===== src/rtl/imem_fetch_ctrl.sv =====
// Instruction fetch sequencer: owns the PC, fills a small prefetch queue, and flushes it on redirect.
// Optional FETCH_PERF_EN adds issue/bubble/flush counters.
`timescale 1ns/1ps
module imem_fetch_ctrl #(
  parameter logic [31:0] RESET_PC   = 32'h0000_0000,
  parameter int unsigned DEPTH      = 2,
  parameter int unsigned IMEM_WORDS = 11
) (
  input  logic        clk,
  input  logic        rst,
  output logic [31:0] imem_addr,
  input  logic [31:0] imem_rdata,
  input  logic        redirect_valid,
  input  logic [31:0] redirect_pc,
  output logic        inst_valid,
  input  logic        inst_ready,
  output logic [31:0] inst_data,
  output logic [31:0] inst_pc,
  output logic        fault
`ifdef FETCH_PERF_EN
  ,
  output logic [31:0] perf_issued,
  output logic [31:0] perf_bubbles,
  output logic [15:0] perf_flushes
`endif
);

  localparam int unsigned PTR_W = $clog2(DEPTH);
  localparam int unsigned CNT_W = PTR_W + 1;
  localparam logic [31:0] PC_LIMIT = 32'(IMEM_WORDS * 4);
  localparam logic [CNT_W-1:0] CNT_FULL = CNT_W'(DEPTH);

  typedef enum logic {RUN = 1'b0, HALT = 1'b1} state_t;

  state_t             state;
  logic [31:0]        fetch_pc;
  logic [PTR_W-1:0]   rd_ptr;
  logic [PTR_W-1:0]   wr_ptr;
  logic [CNT_W-1:0]   count;
  logic [31:0]        q_data [DEPTH];
  logic [31:0]        q_pc   [DEPTH];

  logic empty;
  logic full;
  logic in_range;
  logic pop;
  logic push;
  logic unused_redirect_lsbs;

  assign empty    = (count == '0);
  assign full     = (count == CNT_FULL);
  assign in_range = (fetch_pc < PC_LIMIT);
  assign pop      = !empty && inst_ready;
  // A full queue can still accept a word when the head leaves in the same cycle.
  assign push     = (state == RUN) && in_range && (!full || pop) && !redirect_valid;

  assign unused_redirect_lsbs = ^redirect_pc[1:0];

  // PC, queue pointers/occupancy and run/halt state.
  always_ff @(posedge clk) begin
    if (rst) begin
      state    <= RUN;
      fetch_pc <= RESET_PC;
      rd_ptr   <= '0;
      wr_ptr   <= '0;
      count    <= '0;
    end else if (redirect_valid) begin
      state    <= RUN;
      fetch_pc <= {redirect_pc[31:2], 2'b00};
      rd_ptr   <= '0;
      wr_ptr   <= '0;
      count    <= '0;
    end else begin
      if ((state == RUN) && !in_range) begin
        state <= HALT;
      end
      if (push) begin
        wr_ptr   <= wr_ptr + PTR_W'(1);
        fetch_pc <= fetch_pc + 32'd4;
      end
      if (pop) begin
        rd_ptr <= rd_ptr + PTR_W'(1);
      end
      case ({push, pop})
        2'b10:   count <= count + CNT_W'(1);
        2'b01:   count <= count - CNT_W'(1);
        default: count <= count;
      endcase
    end
  end

  // Queue storage needs no reset; entries are only visible while occupied.
  always_ff @(posedge clk) begin
    if (push) begin
      q_data[wr_ptr] <= imem_rdata;
      q_pc[wr_ptr]   <= fetch_pc;
    end
  end

  assign imem_addr  = fetch_pc;
  assign inst_valid = !empty;
  assign inst_data  = empty ? 32'h0 : q_data[rd_ptr];
  assign inst_pc    = empty ? 32'h0 : q_pc[rd_ptr];
  assign fault      = (state == HALT) && empty;

`ifdef FETCH_PERF_EN
  // Free-running wrap-around performance counters.
  always_ff @(posedge clk) begin
    if (rst) begin
      perf_issued  <= '0;
      perf_bubbles <= '0;
      perf_flushes <= '0;
    end else begin
      if (pop)                 perf_issued  <= perf_issued + 32'd1;
      if (inst_ready && empty) perf_bubbles <= perf_bubbles + 32'd1;
      if (redirect_valid)      perf_flushes <= perf_flushes + 16'd1;
    end
  end
`endif

endmodule

===== config.mk =====
export PLATFORM = sky130hd
export DESIGN_NAME = imem_fetch_ctrl
export DESIGN_NICKNAME = d
export VERILOG_FILES = /design/src/rtl/imem_fetch_ctrl.sv
export SDC_FILE = /design/constraint.sdc
export NUM_CORES = 1
export LEC_CHECK = 0
export ABC_AREA = 1
export ABC_CLOCK_PERIOD_IN_PS = 6150
export CAP_MARGIN = 20
export CORE_MARGIN = 5
export CORE_UTILIZATION = 49
export CTS_CLUSTER_DIAMETER = 40
export DETAILED_ROUTE_END_ITERATION = 7
export PLACE_DENSITY = 0.81
export SLEW_MARGIN = 20
export SYNTH_ARGS = -nofsm -noshare
export SYNTH_HDL_FRONTEND = slang
export SYNTH_SLANG_ARGS = --single-unit

===== constraint.sdc =====
create_clock -name clk -period 6.15 [get_ports clk]
set_input_delay 1.23 -clock clk [delete_from_list [all_inputs] [get_ports clk]]
set_output_delay 1.23 -clock clk [all_outputs]
set_load 0.005 [all_outputs]

==> results_dict.tcl <==
set metrics [dict create \
    status "completed" \
    gp_congestion 0.7526 \
    tightest_slew_ns 0.8897 \
    dpl_cell_area_um2 8074 \
    overflow 0 \
    cp-startpoint "redirect_valid" \
    vias 4677 \
    htree_num_levels 4 \
    clock_skew_ns 0.008043 \
    r2r_cells 9 \
    core_area_um2 12670 \
    cpLargestDelayFamily "buffers and inverters" \
    syn_area_um2 6380 \
    fillers 938 \
    fin_setup_tns_ns 0 \
    syn_to_final_growth_pct 35.52 \
    peakVddDrop_mv 0.1417 \
    cp.arrival_ns 4.04 \
    dieWidth_um 124.1 \
    clkLatencyLatePin_ns 0.41 \
    first_global_vias 4703 \
    ys_warn_count 0 \
    final_max_slew_viol_count 0 \
    cts_tree "built" \
    antenna_cells 0 \
    drt_iter0_drc 339 \
    rrSetupSlack_ns 3.21 \
    grt_first_pass_wirelength_um 23000 \
    grtUsageTotal_pct 19.66 \
    fmax_mhz 250.2 \
    cts.reportedPaths.clkPinSlew_ns 0.06 \
    drive_gt1_share_pct 8.919 \
    grt_antenna_before_repair 0 \
    min_to "wr_ptr$_SDFFE_PP0P_" \
    postRouteAntennaNets 0 \
    wirelength_um 14870 \
    ys_types 30 \
    hold_viol_final 0 \
    grt_max_degree 63 \
    place_hpwl_um 9476 \
    cts_buffer_depth 2 \
    finalNetCount 798 \
    drv_cap 0 \
    r2r-end "q_data[1][29]$_DFFE_PP_" \
    initial_core_util_pct 50.35 \
    gr-usage-met3_pct 5.313 \
    worstSetupStartpointType "primary input" \
    busiest_layer "met2" \
    power_leakage_nw 3.123 \
    slowest_delay_ns 0.66 \
    rsz0062_at_grt "no" \
    period_needed_ns 3.996 \
    finalSetupViolations 0 \
    ios 166 \
    finalCritPeriodShare_pct 64.98 \
    clock-sinks 160 \
    cts_root_buf "clkbuf_16" \
    r2r_start "imem_addr[2]$_SDFFE_PP0P_" \
    path_cells "clkdlybuf4s50_1 -> buf_4 -> inv_2 -> nand3_1 -> nor2_4 -> buf_4" \
    hold_class "reg -> reg" \
    detail_route.wl_per_cell_um 16.30 \
    slowest_stage "nor2_4" \
    ys_seq_area_share_pct 69.66 \
    cp_common_cell "buf_4" \
    die_y_um 124.1 \
    crit_type "in -> reg" \
    post-route-util_pct 68.23 \
    endpoint_kind "register" \
    post_cts_buffers 0 \
    cp.buffers_inverters 4 \
    power_density_nw_per_um2 267.3 \
    relSlewSlack_pct 40.60 \
    cts-hold-fix-buffers 0 \
    crit_fanout 40 \
    hold_path_depth 2 \
    drt-pass1-iter-count 4 \
    io_buffers 159 \
    grtUsageMet1_pct 24.10 \
    avgViaCountPerCell 5.128 \
    required_ns 6.20 \
    cts_resized 0 \
    die_area_um2 15400 \
    rows 41 \
    syn_avg_cell_area_um2 11.08 \
    use_met2_pct 33.14 \
    min_from "wr_ptr$_SDFFE_PP0P_" \
    design_area_um2 8646 \
    cts_buffers 17 \
    ys_seq_elements 160 \
    drc 0 \
    synthesis.instances 576 \
]
-- tightest hold or removal path, cell delays in order (launching register included) --
cell,delay [ns]
dfxtp_1,0.31
nand2_1,0.07
a21oi_1,0.06
-- synth_stat cells, drive strengths merged --
library cell / n / area [um^2]
nand2: 178 / 675.7
edfxtp: 124 / 3724
a21oi: 93 / 503.0
dfxtp: 36 / 720.7
nor2: 35 / 136.4
nand3: 33 / 220.2
inv: 24 / 90.08
clkbuf: 21 / 78.83
buf: 15 / 103.9
o21ai: 4 / 20.01
ha: 2 / 25.02
nor3b: 2 / 15.01
o21a: 2 / 15.01
conb: 1 / 3.750
mux2i: 1 / 10.01
nand3b: 1 / 7.510
nand4: 1 / 6.260
o21bai: 1 / 7.510
xnor2: 1 / 8.760
xor2: 1 / 8.760
-- logic make-up after synthesis --
logic type,synth area share [%]
other,0.05878
flip-flops,69.66
buffers and inverters,4.275
multiplexers,0.1569
XOR/XNOR,0.2746
adder cells (fa/ha/maj),0.3922
AND/OR/NAND/NOR,16.63
AO/OA/AOI/OAI,8.550
-- how the worst max path moves through the flow --
| stage | endpoint | slack (ns) | depth (start not counted) |
|---|---|---|---|
| finish | q_data[1][29]$_DFFE_PP_ | 2.15 | 6 |
| global route | q_data[1][29]$_DFFE_PP_ | 1.91 | 6 |
| CTS | q_data[1][9]$_DFFE_PP_ | 2.14 | 6 |
| detailed placement | q_data[1][22]$_DFFE_PP_ | 1.70 | 6 |
| global placement | q_data[1][6]$_DFFE_PP_ | 1.78 | 6 |
| floorplan | q_data[1][0]$_DFFE_PP_ | 1.45 | 4 |
-- registers in the layout, indices dropped and copies added, names as in the netlist, named ones only --
register   cells
state          1
rd_ptr         1
q_pc          60
imem_addr     30
count          2
wr_ptr         1
q_data        64
-- layer usage --
| metal | share of wire [%] | routed length (um) | vias to the layer above |
|---|---|---|---|
| li1 | - | - | 2264 |
| met5 | 0 | 0 | - |
| met2 | 50 | 7417 | 180 |
| met1 | 40 | 5939 | 2206 |
| met3 | 8.2 | 1225 | 27 |
| met4 | 1.9 | 286 | 0 |
-- area by class of cell --
class,instances,area (um^2),area share (%)
multi-input cells,359,1687,19.51
flip-flops and latches,160,4446,51.42
well taps,172,215.2,2.489
clock buffers,18,429.2,4.964
repair buffers,166,1657,19.16
inverters,24,90.09,1.042
clock inverters,13,122.6,1.418
-- placed cells by master, fill, tap and decap left out, types with 3 or more instances in the layout --
cell	synthesis	layout
a21oi_1	83	83
a21oi_2	10	10
buf_4	4	6
clkbuf_16	0	17
clkdlybuf4s50_1	0	159
clkinv_2	0	5
clkinvlp_4	0	4
conb_1	1	4
dfxtp_1	36	35
edfxtp_1	124	124
inv_1	20	19
inv_2	4	5
nand2_1	177	177
nand3_1	22	22
nand3_2	11	11
nor2_1	33	32
o21ai_0	3	3
-- power breakdown --
group,total [mW],internal (mW),switching (mW),leakage (nW)
clock,0.980,0.587,0.393,0.262
sequential,1.20,1.18,0.0184,1.42
combinational,0.134,0.0768,0.0569,1.44
-- metrics by stage --
step | power [mW] | setup WS (ns) | hold WS, ns | std cells
4_1_cts | 2.326 | 2.138 | 0.4801 | 911
3_3_place_gp | 1.348 | 1.782 | 0.4490 | 880
5_1_grt | 2.391 | 1.915 | 0.5058 | 912
2_1_floorplan | 1.269 | 1.447 | 0.4411 | 579
3_5_place_dp | 1.353 | 1.703 | 0.4705 | 880
6_report | 2.311 | 2.154 | 0.4887 | 912
Note: power is estimated with default switching activity, not from simulation.
